--- config.mk ---
export PLATFORM = sky130hd
export DESIGN_NAME = tt_pad_ctrl_array
export DESIGN_NICKNAME = d
export VERILOG_FILES = /design/src/rtl/tt_pad_pkg.sv /design/src/rtl/tt_pad_ctrl_array_sync.sv /design/src/rtl/tt_pad_ctrl_array.sv
export SDC_FILE = /design/constraint.sdc
export NUM_CORES = 1
export LEC_CHECK = 0
export ABC_AREA = 0
export CAP_MARGIN = 15
export CORE_ASPECT_RATIO = 1.5
export CORE_MARGIN = 2
export CORE_UTILIZATION = 35
export CTS_CLUSTER_SIZE = 25
export DETAILED_ROUTE_END_ITERATION = 8
export MAX_ROUTING_LAYER = met4
export PLACE_DENSITY = 0.66
export SYNTH_ARGS = -nofsm -noshare
export SYNTH_HDL_FRONTEND = slang
export SYNTH_SLANG_ARGS = --single-unit
--- constraint.sdc ---
create_clock -name clk -period 4.2 [get_ports clk]
set_input_delay 0.63 -clock clk [delete_from_list [all_inputs] [get_ports clk]]
set_output_delay 0.63 -clock clk [all_outputs]
set_load 0.02 [all_outputs]
--- src/rtl/tt_pad_pkg.sv ---
// Shared pad configuration layout for the tile pad controller array.
package tt_pad_pkg;

  localparam int CFG_OE = 5;
  localparam int CFG_IE = 4;
  localparam int CFG_SL = 3;
  localparam int CFG_CS = 2;
  localparam int CFG_PD = 1;
  localparam int CFG_PU = 0;
  localparam int CFG_W  = 6;

  typedef struct packed {
    logic oe;
    logic ie;
    logic sl;
    logic cs;
    logic pd;
    logic pu;
  } pad_cfg_t;

  // Input enabled with pull-down, output disabled.
  localparam pad_cfg_t DEFAULT_CFG = 6'b010010;

endpackage

--- src/rtl/tt_pad_ctrl_array_sync.sv ---
// One inbound pad channel: multi-flop synchroniser followed by a registered
// rising/falling edge detector.
module tt_pad_sync #(
  parameter int SYNC_STAGES = 2
) (
  input  logic clk,
  input  logic rst,
  input  logic raw,
  output logic data,
  output logic rise,
  output logic fall
);

  logic [SYNC_STAGES-1:0] stage;
  logic                   hist;
  logic                   rise_q;
  logic                   fall_q;

  // Edge pulses are registered against a history copy, so they trail data by one cycle.
  always_ff @(posedge clk or posedge rst) begin
    if (rst) begin
      stage  <= '0;
      hist   <= 1'b0;
      rise_q <= 1'b0;
      fall_q <= 1'b0;
    end else begin
      stage  <= {stage[SYNC_STAGES-2:0], raw};
      hist   <= stage[SYNC_STAGES-1];
      rise_q <= stage[SYNC_STAGES-1] & ~hist;
      fall_q <= ~stage[SYNC_STAGES-1] & hist;
    end
  end

  assign data = stage[SYNC_STAGES-1];
  assign rise = rise_q;
  assign fall = fall_q;

endmodule

--- src/rtl/tt_pad_ctrl_array.sv ---
// N-channel pad controller: serial shadow config with atomic load, registered
// outbound data, synchronised inbound data. Optional macro TT_PAD_LOOPBACK_EN adds lb_en.
module tt_pad_ctrl_array
  import tt_pad_pkg::*;
#(
  parameter int              NUM_CH      = 8,
  parameter int              SYNC_STAGES = 2,
  parameter logic [CFG_W-1:0] RST_CFG    = DEFAULT_CFG
) (
  input  logic              clk,
  input  logic              rst,
  input  logic              cfg_sin,
  input  logic              cfg_shift,
  input  logic              cfg_load,
`ifdef TT_PAD_LOOPBACK_EN
  input  logic              lb_en,
`endif
  output logic              cfg_sout,
  input  logic [NUM_CH-1:0] out_data,
  output logic [NUM_CH-1:0] in_data,
  output logic [NUM_CH-1:0] in_rise,
  output logic [NUM_CH-1:0] in_fall,
  input  logic [NUM_CH-1:0] pad_Y,
  output logic [NUM_CH-1:0] pad_A,
  output logic [NUM_CH-1:0] pad_OE,
  output logic [NUM_CH-1:0] pad_IE,
  output logic [NUM_CH-1:0] pad_SL,
  output logic [NUM_CH-1:0] pad_CS,
  output logic [NUM_CH-1:0] pad_PD,
  output logic [NUM_CH-1:0] pad_PU
);

  localparam int            W       = CFG_W * NUM_CH;
  localparam logic [W-1:0]  RST_ALL = {NUM_CH{RST_CFG}};

  logic [W-1:0]      shadow;
  logic [W-1:0]      active;
  logic [NUM_CH-1:0] a_q;
  logic [NUM_CH-1:0] src;
  logic [NUM_CH-1:0] raw;

  // A load in the same cycle as a shift captures the pre-shift shadow.
  always_ff @(posedge clk or posedge rst) begin
    if (rst) begin
      shadow <= RST_ALL;
      active <= RST_ALL;
    end else begin
      if (cfg_load)  active <= shadow;
      if (cfg_shift) shadow <= {shadow[W-2:0], cfg_sin};
    end
  end

  assign cfg_sout = shadow[W-1];

  always_ff @(posedge clk or posedge rst) begin
    if (rst) a_q <= '0;
    else     a_q <= out_data & pad_OE;
  end

  // Gating with the live OE keeps A low in the very cycle OE is cleared.
  assign pad_A = a_q & pad_OE;

`ifdef TT_PAD_LOOPBACK_EN
  assign src = lb_en ? pad_A : pad_Y;
`else
  assign src = pad_Y;
`endif
  assign raw = src & pad_IE;

  for (genvar k = 0; k < NUM_CH; k++) begin : g_ch
    pad_cfg_t cfg;
    assign cfg       = active[CFG_W*k +: CFG_W];
    assign pad_OE[k] = cfg.oe;
    assign pad_IE[k] = cfg.ie;
    assign pad_SL[k] = cfg.sl;
    assign pad_CS[k] = cfg.cs;
    assign pad_PD[k] = cfg.pd;
    assign pad_PU[k] = cfg.pu;

    tt_pad_sync #(.SYNC_STAGES(SYNC_STAGES)) u_sync (
      .clk  (clk),
      .rst  (rst),
      .raw  (raw[k]),
      .data (in_data[k]),
      .rise (in_rise[k]),
      .fall (in_fall[k])
    );
  end

endmodule

After elaboration in Yosys (flattened, before gate mapping):

Index checks and enable logic that the tools add are counted.

* register bits: 144
* output and inout port bits: 81
* input port bits: 21

* bitwise logic cells: 35

Operators by type and width (count)
* $and 8x8->8: 3
* $and 1x1->1: 16
* $not 1->1: 16

Depth between registers and ports, before layout:

* depth after elaboration: 2
* mapped depth: 3
* gate-level depth less buffers: 1

By module:

A second synthesis with hierarchy kept.

* cell total of the unflattened synthesis: 299
* area, all modules: 5266.3 um^2

By module, submodules not included
* tt_pad_ctrl_array: sequential area each 2642.5 um^2, area an instance 4115.2 um^2, cells an instance 235, instances 1
* tt_pad_sync: sequential area each 125.1 um^2, area an instance 143.9 um^2, cells an instance 8, instances 8

Least setup slack after synthesis:

Ideal clock, no wire load.

* kind: reg-to-output
* start: register active[29]
* end: output pad_A[4]
* slack: 2853 ps
* stages on the path, launching flop included: 2
* path buffers: 0
* data arrival time: 717 ps
* path through: dfrtp_1 and2_1

* word-level cells in the longest chain between the ends: 1

Ends and longest elaborated chain
* from (decl): RTL line tt_pad_ctrl_array.sv:37 `logic [W-1:0] active;`
* from (signal assigned): RTL line tt_pad_ctrl_array.sv:48 `if (cfg_load) active <= shadow;`
* $and 8x8->8: RTL line tt_pad_ctrl_array.sv:61 `assign pad_A = a_q & pad_OE;`
* to (decl): RTL line tt_pad_ctrl_array.sv:24 `output logic [NUM_CH-1:0] pad_A,`

No other way between the ends.

Worst setup path in the final report:

* start: register active[10]
* end: output pad_IE[1]

RTL lines
* to (decl): RTL line tt_pad_ctrl_array.sv:26 `output logic [NUM_CH-1:0] pad_IE,`

No word-level cell between the ends.

==> impl_metrics.yaml <==
pwr:
  leakage_nw: 3.23
  vdd_drop_max_mv: 0.341
  power-per-cell-area_mw_per_mm2: 633
final_layout:
  layoutNonFillerInstCount: 617
  fin_nets: 426
  syn2layout_area_growth_pct: 30.9
  n_antenna_cell: 0
  fillers: 1295
  design_area_mm2: 0.00706
  drive_gt1_frac: 0.397
  final_common_cell: "dfrtp_1"
  final_cell_mix: "dfrtp_1, clkdlybuf4s50_1, mux2_2"
floorplan:
  start_util: 0.358
  die-area_mm2: 0.0164
  fp-row-count: 55
  die_x_um: 105
  fp.dieH_um: 156
  ios: 102
  coreArea_mm2: 0.0151
synthesis:
  syn_inst: 315
  ys_ff_latch: 144
  synth.avg_cell_area_um2: 17.1
  yosysWarnings: 0
  netlist_area_mm2: 0.00540
  synth_nets: 336
  synthDistinctLibCells: 10
  seq_area_frac_synth: 0.675
route:
  drtPass1Iterations: 3
  drt-initial-drc-count: 42
  drcViolationCount: 0
  wl_per_cell_um: 14.7
  vias_per_cell: 4.37
  via_count: 2698
  routed_wl_mm: 9.05
  final_antenna_net_count: 0
clock_network:
  cts_sinks: 144
  cts.root.buffer_cell: "clkbuf_16"
  clkTransAtPathRegs_ps: 60
  insertion_delay_ps: 410
  cts_tree: "done"
  h-tree-depth: 4
  cts_resized: 0
  clock_path_buffers: 2
  post_cts_buffers: 0
  cts_buffers: 17
  holdBufCountCts: 0
sta:
  timing.fmax_ghz: 0.457
  rsz0062_at_grt: "no"
  finalMaxSlewViolations: 0
  setup_slack_ps: 2010
  finalSetupViolCount: 0
  finalClockSkew_ps: 5.76
  hold_viol_final: 0
  tightestPinTransition_ps: 801
  finalCriticalPeriod_ps: 2190
  slew_headroom: 0.466
  fin_tns_setup_ps: 0
  period_share: 0.521
global_route:
  grt_pass1_vias: 2961
  grt_max_degree: 80
  track_usage: 0.123
  antenna_found_initial: 0
  overflow: 0
  grt_pass1_wl_mm: 15.2
critical_path:
  crit_path_end_kind: "output port"
  crit_fanout: 3
  critical-path-top-delay-family: "buffers and inverters"
  r2r_end: "shadow[5]$_DFFE_PP0P_"
  worst-setup-path-type: "reg -> out"
  rr_startpoint: "shadow[5]$_DFFE_PP0P_"
  r2r_slack_ps: 3380
  critical_path.slowest_cell: "clkdlybuf4s50_1"
  start_kind: "register"
  critPathBufInv: 1
  worst_ep_required_time_ps: 3570
  max_stage_delay_ps: 610
  cp.arrival_ps: 1560
  worstPathCellList: "clkdlybuf4s50_1"
  r2r_cells: 1
placement:
  dp_cells: 585
  place_congestion: 0.707
  place_ws_ps: 2030
  hpwl_mm: 5.89
  placed_cell_area_mm2: 0.00644
  port_buffers: 101
min_path:
  hold_class: "reg -> reg"
  min-delay-start: "g_ch[6].u_sync.stage[0]$_DFF_PP0_"
  hold_depth: 0
  min_to: "g_ch[6].u_sync.stage[1]$_DFF_PP0_"
flow_run:
  cap_viol_max_count: 0
status:
  status: "completed"
[sequential cells by signal (all words and copies together) (netlist names)]
signal,count
g_ch.u_sync.stage,16
a_q,8
g_ch.u_sync.hist,8
shadow,48
g_ch.u_sync.fall,8
g_ch.u_sync.rise,8
active,48
[through the flow]
step | utilization | hold WS (ps) | total power, mW
6_report | 0.469 | 348 | 4.47
2_1_floorplan | - | 331 | 2.52
3_5_place_dp | 0.427 | 335 | 2.94
5_1_grt | 0.469 | 350 | 4.70
4_1_cts | 0.469 | 349 | 4.55
3_3_place_gp | 0.427 | 332 | 2.91
[layer usage]
layer	up-vias	GRT usage	part of all wire
li1	1217	-	-
met1	1396	0.145	0.43
met2	72	0.192	0.51
met3	13	0.0393	0.044
met4	0	0.0571	0.017
met5	-	-	0
[logic make-up (layout without fill, tap and decap cells)]
family,Yosys count,count (layout),synth area share
flip-flops,144,144,0.675
multiplexers,96,96,0.228
AND/OR/NAND/NOR,40,40,0.0464
buffers and inverters,35,138,0.0503
[synth_stat cells (all sizes together)]
cell / instances / area share
and2: 24 / 0.028
buf: 34 / 0.050
dfrtp: 112 / 0.52
dfstp: 32 / 0.16
inv: 1 / 0.00069
mux2: 96 / 0.23
nor2b: 16 / 0.019
[area by class of cell]
type / instances / area (um^2) / share of cell area
well taps: 199 / 249 / 0.0353
clock inverters: 13 / 183 / 0.0259
clock buffers: 19 / 443 / 0.0627
multi-input cells: 136 / 1480 / 0.210
flip-flops and latches: 144 / 3640 / 0.516
repair buffers: 105 / 1060 / 0.150
inverters: 1 / 7.51 / 0.00106
[worst max path at each step]
stage / startpoint / end / slack [ps] / cells after the start
floorplan: rst / a_q[0]$_DFF_PP0_ / 1790 / 1
global placement: cfg_shift / shadow[20]$_DFFE_PP0P_ / 2060 / 3
detailed placement: cfg_shift / shadow[21]$_DFFE_PP0P_ / 2030 / 3
CTS: active[22]$_DFFE_PP1P_ / pad_IE[3] / 1970 / 1
global route: active[23]$_DFFE_PP0P_ / pad_A[3] / 1940 / 2
finish: active[10]$_DFFE_PP1P_ / pad_IE[1] / 2010 / 1
[power by group]
part / switching, mW / internal [mW] / total, mW / leakage [nW]
clock: 0.564 / 1.01 / 1.58 / 0.308
sequential: 0.207 / 1.75 / 1.96 / 1.82
combinational: 0.390 / 0.550 / 0.940 / 1.11
total: 1.16 / 3.31 / 4.47 / 3.23
(Power assumes the default switching activity.)
==> RTL change 1 (config.mk and constraints unchanged) <==
Register the inputs `cfg_sin`, `cfg_shift`, `cfg_load` and `out_data` before use, cleared by the reset. The logic sees them one clock later. The other inputs are not delayed to match.
--- a/src/rtl/tt_pad_ctrl_array.sv
+++ b/src/rtl/tt_pad_ctrl_array.sv
@@ -33,6 +33,25 @@
   localparam int            W       = CFG_W * NUM_CH;
   localparam logic [W-1:0]  RST_ALL = {NUM_CH{RST_CFG}};
 
+  logic cfg_sin_q;
+  logic cfg_shift_q;
+  logic cfg_load_q;
+  logic [NUM_CH-1:0] out_data_q;
+
+  always_ff @(posedge clk or posedge rst) begin
+    if (rst) begin
+      cfg_sin_q   <= '0;
+      cfg_shift_q <= '0;
+      cfg_load_q  <= '0;
+      out_data_q  <= '0;
+    end else begin
+      cfg_sin_q   <= cfg_sin;
+      cfg_shift_q <= cfg_shift;
+      cfg_load_q  <= cfg_load;
+      out_data_q  <= out_data;
+    end
+  end
+
   logic [W-1:0]      shadow;
   logic [W-1:0]      active;
   logic [NUM_CH-1:0] a_q;
@@ -45,8 +64,8 @@
       shadow <= RST_ALL;
       active <= RST_ALL;
     end else begin
-      if (cfg_load)  active <= shadow;
-      if (cfg_shift) shadow <= {shadow[W-2:0], cfg_sin};
+      if (cfg_load_q)  active <= shadow;
+      if (cfg_shift_q) shadow <= {shadow[W-2:0], cfg_sin_q};
     end
   end
 
@@ -54,7 +73,7 @@
 
   always_ff @(posedge clk or posedge rst) begin
     if (rst) a_q <= '0;
-    else     a_q <= out_data & pad_OE;
+    else     a_q <= out_data_q & pad_OE;
   end
 
   // Gating with the live OE keeps A low in the very cycle OE is cleared.
Behaviour: not the same (Yosys sat finds a counterexample within 4 cycles, from zero or initial values and one cycle with rst high).
==> RTL change 1 against the original RTL <==
  * Final cell count is 2.9% higher
  * Total power rose by 2.0%
  * Synthesized area rose by 5.1%
  * Via count up 3.0%
  * Critical endpoint is now pad_A[5]
  * Sequential power up 5%
  * Cell area rose by 4.1%
  * Sequential cell count grew 11
  * Die area rose by 4.9%
  * Wire length grew 1.9%
  * First-iteration DRC count increased by 64%
  * Clock skew is 0.0042 ns higher
  * Worst setup slack got worse by 0.015 ns
==> RTL change 1: results (changes against the original RTL) <==
setup_path:
  critPathMaxFanout: 4  # was 3
  ff2ff_path_depth: 2  # was 1
  crit_family: "buffers and inverters"  # unchanged
  cp_slowest_stage_delay_ns: 0.63  # was 0.61 ns
routing:
  drt_iter0_drc: 69  # was 42
  dr.pass1.iters: 4  # was 3
  route.vias.total: 2779  # was 2698
  wl_per_cell_um: 14.5  # was 14.7 um
clocking:
  clock_latency_ns: 0.41  # about the same
global_routing:
  grt_max_degree: 85  # was 80
  grt_use_total_pct: 12.2  # was 12.3%
  antenna_found_initial: 0  # unchanged
  first_global_vias: 3108  # was 2961
  grt_pass1_wl_um: 15900  # was 15200 um
place:
  dpl.hpwl_um: 6020  # was 5890 um
  pre_cts_slack_ns: 2.07  # was 2.03 ns
  gp_congestion: 0.696  # was 0.707
synth:
  yosys-mux-area-fraction_pct: 21.7  # was 22.8%
  synth_nets: 347  # was 336
  yosysSeqAreaShare_pct: 69.1  # was 67.5%
  ys_types: 10  # unchanged
  synth_commonest_cells: "dfrtp_1, mux2_2, mux2_4, dfstp_2"  # unchanged
  yosys-top-cells-area: "dfrtp_1, dfstp_2, mux2_2"  # unchanged
sta:
  relSlewSlack_pct: 53.5  # was 46.6%
  fin_worst_skew_ns: 0.00997  # was 0.00576 ns
outcome:
  status: "finished, final reports clean"  # unchanged
pwr:
  peakVddDrop_uv: 267  # was 341 uV
  p_leak_nw: 3.36  # was 3.23 nW
  internal-power_mw: 3.39  # was 3.31 mW
finish:
  antenna-diode-count: 0  # unchanged
  nNetsFinal: 437  # was 426
  drive_gt1_share_pct: 38.7  # was 39.7%
==> RTL change 1: power by group through the flow <==
stage	registers, mW	logic (mW)	clock network [mW]
5_1_grt	2.11	0.972	1.72
4_1_cts	2.07	0.925	1.64
6_report	2.06	0.909	1.59
3_3_place_gp	2.08	0.906	0
2_1_floorplan	2.17	0.448	0
3_5_place_dp	2.10	0.921	0
==> RTL change 1: layout make-up <==
type | count | area (sq um)
inverters | 1 | 7.51
clock inverters | 11 | 158
well taps | 206 | 258
clock buffers | 21 | 470
multi-input cells | 136 | 1480
flip-flops and latches | 155 | 3920
repair buffers | 105 | 1050
fillers | 1422 | 8700
==> RTL change 1: cell families after synthesis <==
kind of cell	Yosys count
buffers and inverters	35
multiplexers	96
flip-flops	155
AND/OR/NAND/NOR	40
==> RTL change 1: final timing paths <==
check	from	endpoint	slack, ns
worst min register to register	g_ch[6].u_sync.stage[0]	g_ch[6].u_sync.stage[1]	0.35
worst max-delay path	active[35]	pad_A[5]	2.00
min in group asynchronous	rst	g_ch[2].u_sync.stage[0]	0.67
max in group asynchronous	rst	shadow[37]	2.60
worst max register to register	cfg_shift_q	shadow[47]	2.42
worst min-delay path	g_ch[6].u_sync.stage[0]	g_ch[6].u_sync.stage[1]	0.35
==> RTL change 1: per-layer routing <==
| layer | track usage, % | wire length, um |
|---|---|---|
| met2 | 19.5 | 4800 |
| met5 | - | 0 |
| met3 | 3.10 | 326 |
| met1 | 14.7 | 3890 |
| met4 | 5.24 | 207 |
==> RTL change 1: worst register-to-register path, delay by kind of cell, from the launching register on <==
kind	cells	cell delay, ns
buffers and inverters	1	0.50
DFF	1	0.76
muxes	1	0.40
==> RTL change 1: stage by stage <==
step / std cells / utilization [%] / hold slack, ns / cell area [sq um]
3_5_place_dp: 603 / 41.9 / 0.338 / 6720
6_report: 635 / 45.8 / 0.354 / 7350
3_3_place_gp: 603 / 41.9 / 0.333 / 6720
4_1_cts: 635 / 45.8 / 0.354 / 7350
2_1_floorplan: 326 / - / 0.331 / 5680
5_1_grt: 635 / 45.8 / 0.360 / 7350
==> RTL change 2 (same settings) <==
Made on the original files. `SYNC_STAGES` is set to 2 in 2 places; all go to 4.
--- a/src/rtl/tt_pad_ctrl_array_sync.sv
+++ b/src/rtl/tt_pad_ctrl_array_sync.sv
@@ -1,7 +1,7 @@
 // One inbound pad channel: multi-flop synchroniser followed by a registered
 // rising/falling edge detector.
 module tt_pad_sync #(
-  parameter int SYNC_STAGES = 2
+  parameter int SYNC_STAGES = 4
 ) (
   input  logic clk,
   input  logic rst,
--- a/src/rtl/tt_pad_ctrl_array.sv
+++ b/src/rtl/tt_pad_ctrl_array.sv
@@ -4,7 +4,7 @@
   import tt_pad_pkg::*;
 #(
   parameter int              NUM_CH      = 8,
-  parameter int              SYNC_STAGES = 2,
+  parameter int              SYNC_STAGES = 4,
   parameter logic [CFG_W-1:0] RST_CFG    = DEFAULT_CFG
 ) (
   input  logic              clk,
Function: changed (Yosys sat finds a counterexample within 4 cycles, from zero or initial values and one cycle with rst high).
==> RTL change 2 against the original RTL <==
  * Sequential cell count rose by 16
  * Cell area rose by 5.4%
  * Combinational power rose by 0.9%
  * Wire length fell by 1.8%
  * Critical path type unchanged
  * Total power rose by 1.8%
  * Synthesized area rose by 7.4%
  * Clock power fell by 7%
  * Count of clock-buffer cells in the layout fell by 2
  * Worst setup slack got worse by 0.011 ns
  * Critical path depth did not move
  * Largest cell class unchanged
  * Final cell count rose by 3.9%
==> RTL change 2: results (changes against the original RTL) <==
outcome:
  status: "finished, final reports clean"  # unchanged
sta:
  fin_ws_ns: 2.00  # was 2.01 ns
  hold_slack_ns: 0.348  # about the same
  fin_worst_skew_ns: 0.00914  # was 0.00576 ns
  relSlewSlack_pct: 40.9  # was 46.6%
routing:
  dr.pass1.iters: 4  # was 3
  route.vias.total: 2778  # was 2698
  vias_per_cell: 4.33  # was 4.37
  met2WireLength_um: 4360  # was 4610 um
  routed-wl-met3_um: 379  # was 398 um
  top_layer: "met4"  # unchanged
  wl_per_cell_um: 13.9  # was 14.7 um
  drt_iter0_drc: 55  # was 42
  drt-met1-wl_um: 4050  # was 3890 um
finish:
  final-seq-area_sq_mm: 0.00404  # was 0.00364 sq mm
  drive_gt1_share_pct: 38.6  # was 39.7%
  top_regs: "active x48, shadow x48, g_ch.u_sync.stage x32"  # was active x48, shadow x48, g_ch.u_sync.stage x16
  nNetsFinal: 443  # was 426
  fillers: 1461  # was 1295
synth:
  synth_compound_gate_area_share_pct: 0  # unchanged
  yosys-top-cells-area: "dfrtp_1, dfstp_2, mux2_2"  # unchanged
  yosysSeqAreaShare_pct: 69.8  # was 67.5%
  synth_top_family_by_area: "multiplexers"  # unchanged
  synthAdderAreaFrac_pct: 0  # unchanged
  yosys-mux-area-fraction_pct: 21.2  # was 22.8%
  avgSynthCellArea_sq_um: 17.5  # was 17.1 sq um
  synth_commonest_cells: "dfrtp_1, mux2_2, mux2_4, dfstp_2"  # unchanged
  synth_nets: 352  # was 336
  synth-async-reset-ratio_pct: 100  # unchanged
global_routing:
  grt_pass1_wl_um: 14900  # was 15200 um
  grt_util_met1_pct: 14.4  # was 14.5%
  use_met2_pct: 16.8  # was 19.2%
  grt_max_degree: 64  # was 80
  grt_use_met3_pct: 2.95  # was 3.93%
  first_global_vias: 2947  # was 2961
  grt_use_total_pct: 11.2  # was 12.3%
hold_path:
  hp-class: "register to register"  # unchanged
pwr:
  powerSeq_mw: 2.14  # was 1.96 mW
  p_sw_share_pct: 27.0  # was 26.0%
  p_clk_mw: 1.47  # was 1.58 mW
  p_leak_nw: 3.45  # was 3.23 nW
  pwr-share-seq_pct: 47.0  # was 43.7%
  peakVddDrop_uv: 323  # was 341 uV
setup_path:
  crit_path_top_delay_cell: "clkdlybuf4s50_1"  # unchanged
  ff2ff_setup_slack_ns: 3.39  # was 3.38 ns
clocking:
  postCtsHoldBufs: 0  # unchanged
  numCtsBuffers: 17  # unchanged
place:
  dpl.hpwl_um: 5820  # was 5890 um
  placed_area_sq_mm: 0.00685  # was 0.00644 sq mm
  gp_congestion: 0.701  # was 0.707
  pre_cts_slack_ns: 1.94  # was 2.03 ns
  dp_cells: 608  # was 585
## RTL change 2: cell types whose count changed in the layout (fill, tap and decap cells not counted), moves of 2 or more
cell and change:
bufinv_16 -3, clkinv_2 -2, clkinvlp_4 +3, dfrtp_1 +16
inv_8 +2
## RTL change 2: cell type report
type,instances,share of cell area (%)
tap,206,3.46
timing repair buffer,106,14.5
inverter,1,0.101
sequential,160,54.3
multi-input combinational,136,19.9
clock inverter,15,2.05
clock buffer,17,5.71
## RTL change 2: path summary, 6_finish.rpt
| path | to | startpoint | cells after the start |
|---|---|---|---|
| max | pad_IE[2] | active[16] | 1 |
| min | g_ch[2].u_sync.stage[2] | g_ch[2].u_sync.stage[1] | 0 |
| max reg2reg | shadow[12] | shadow[12] | 1 |
| min reg2reg | g_ch[2].u_sync.stage[2] | g_ch[2].u_sync.stage[1] | 0 |
| max in group asynchronous | shadow[28] | rst | 3 |
| min in group asynchronous | a_q[0] | rst | 2 |
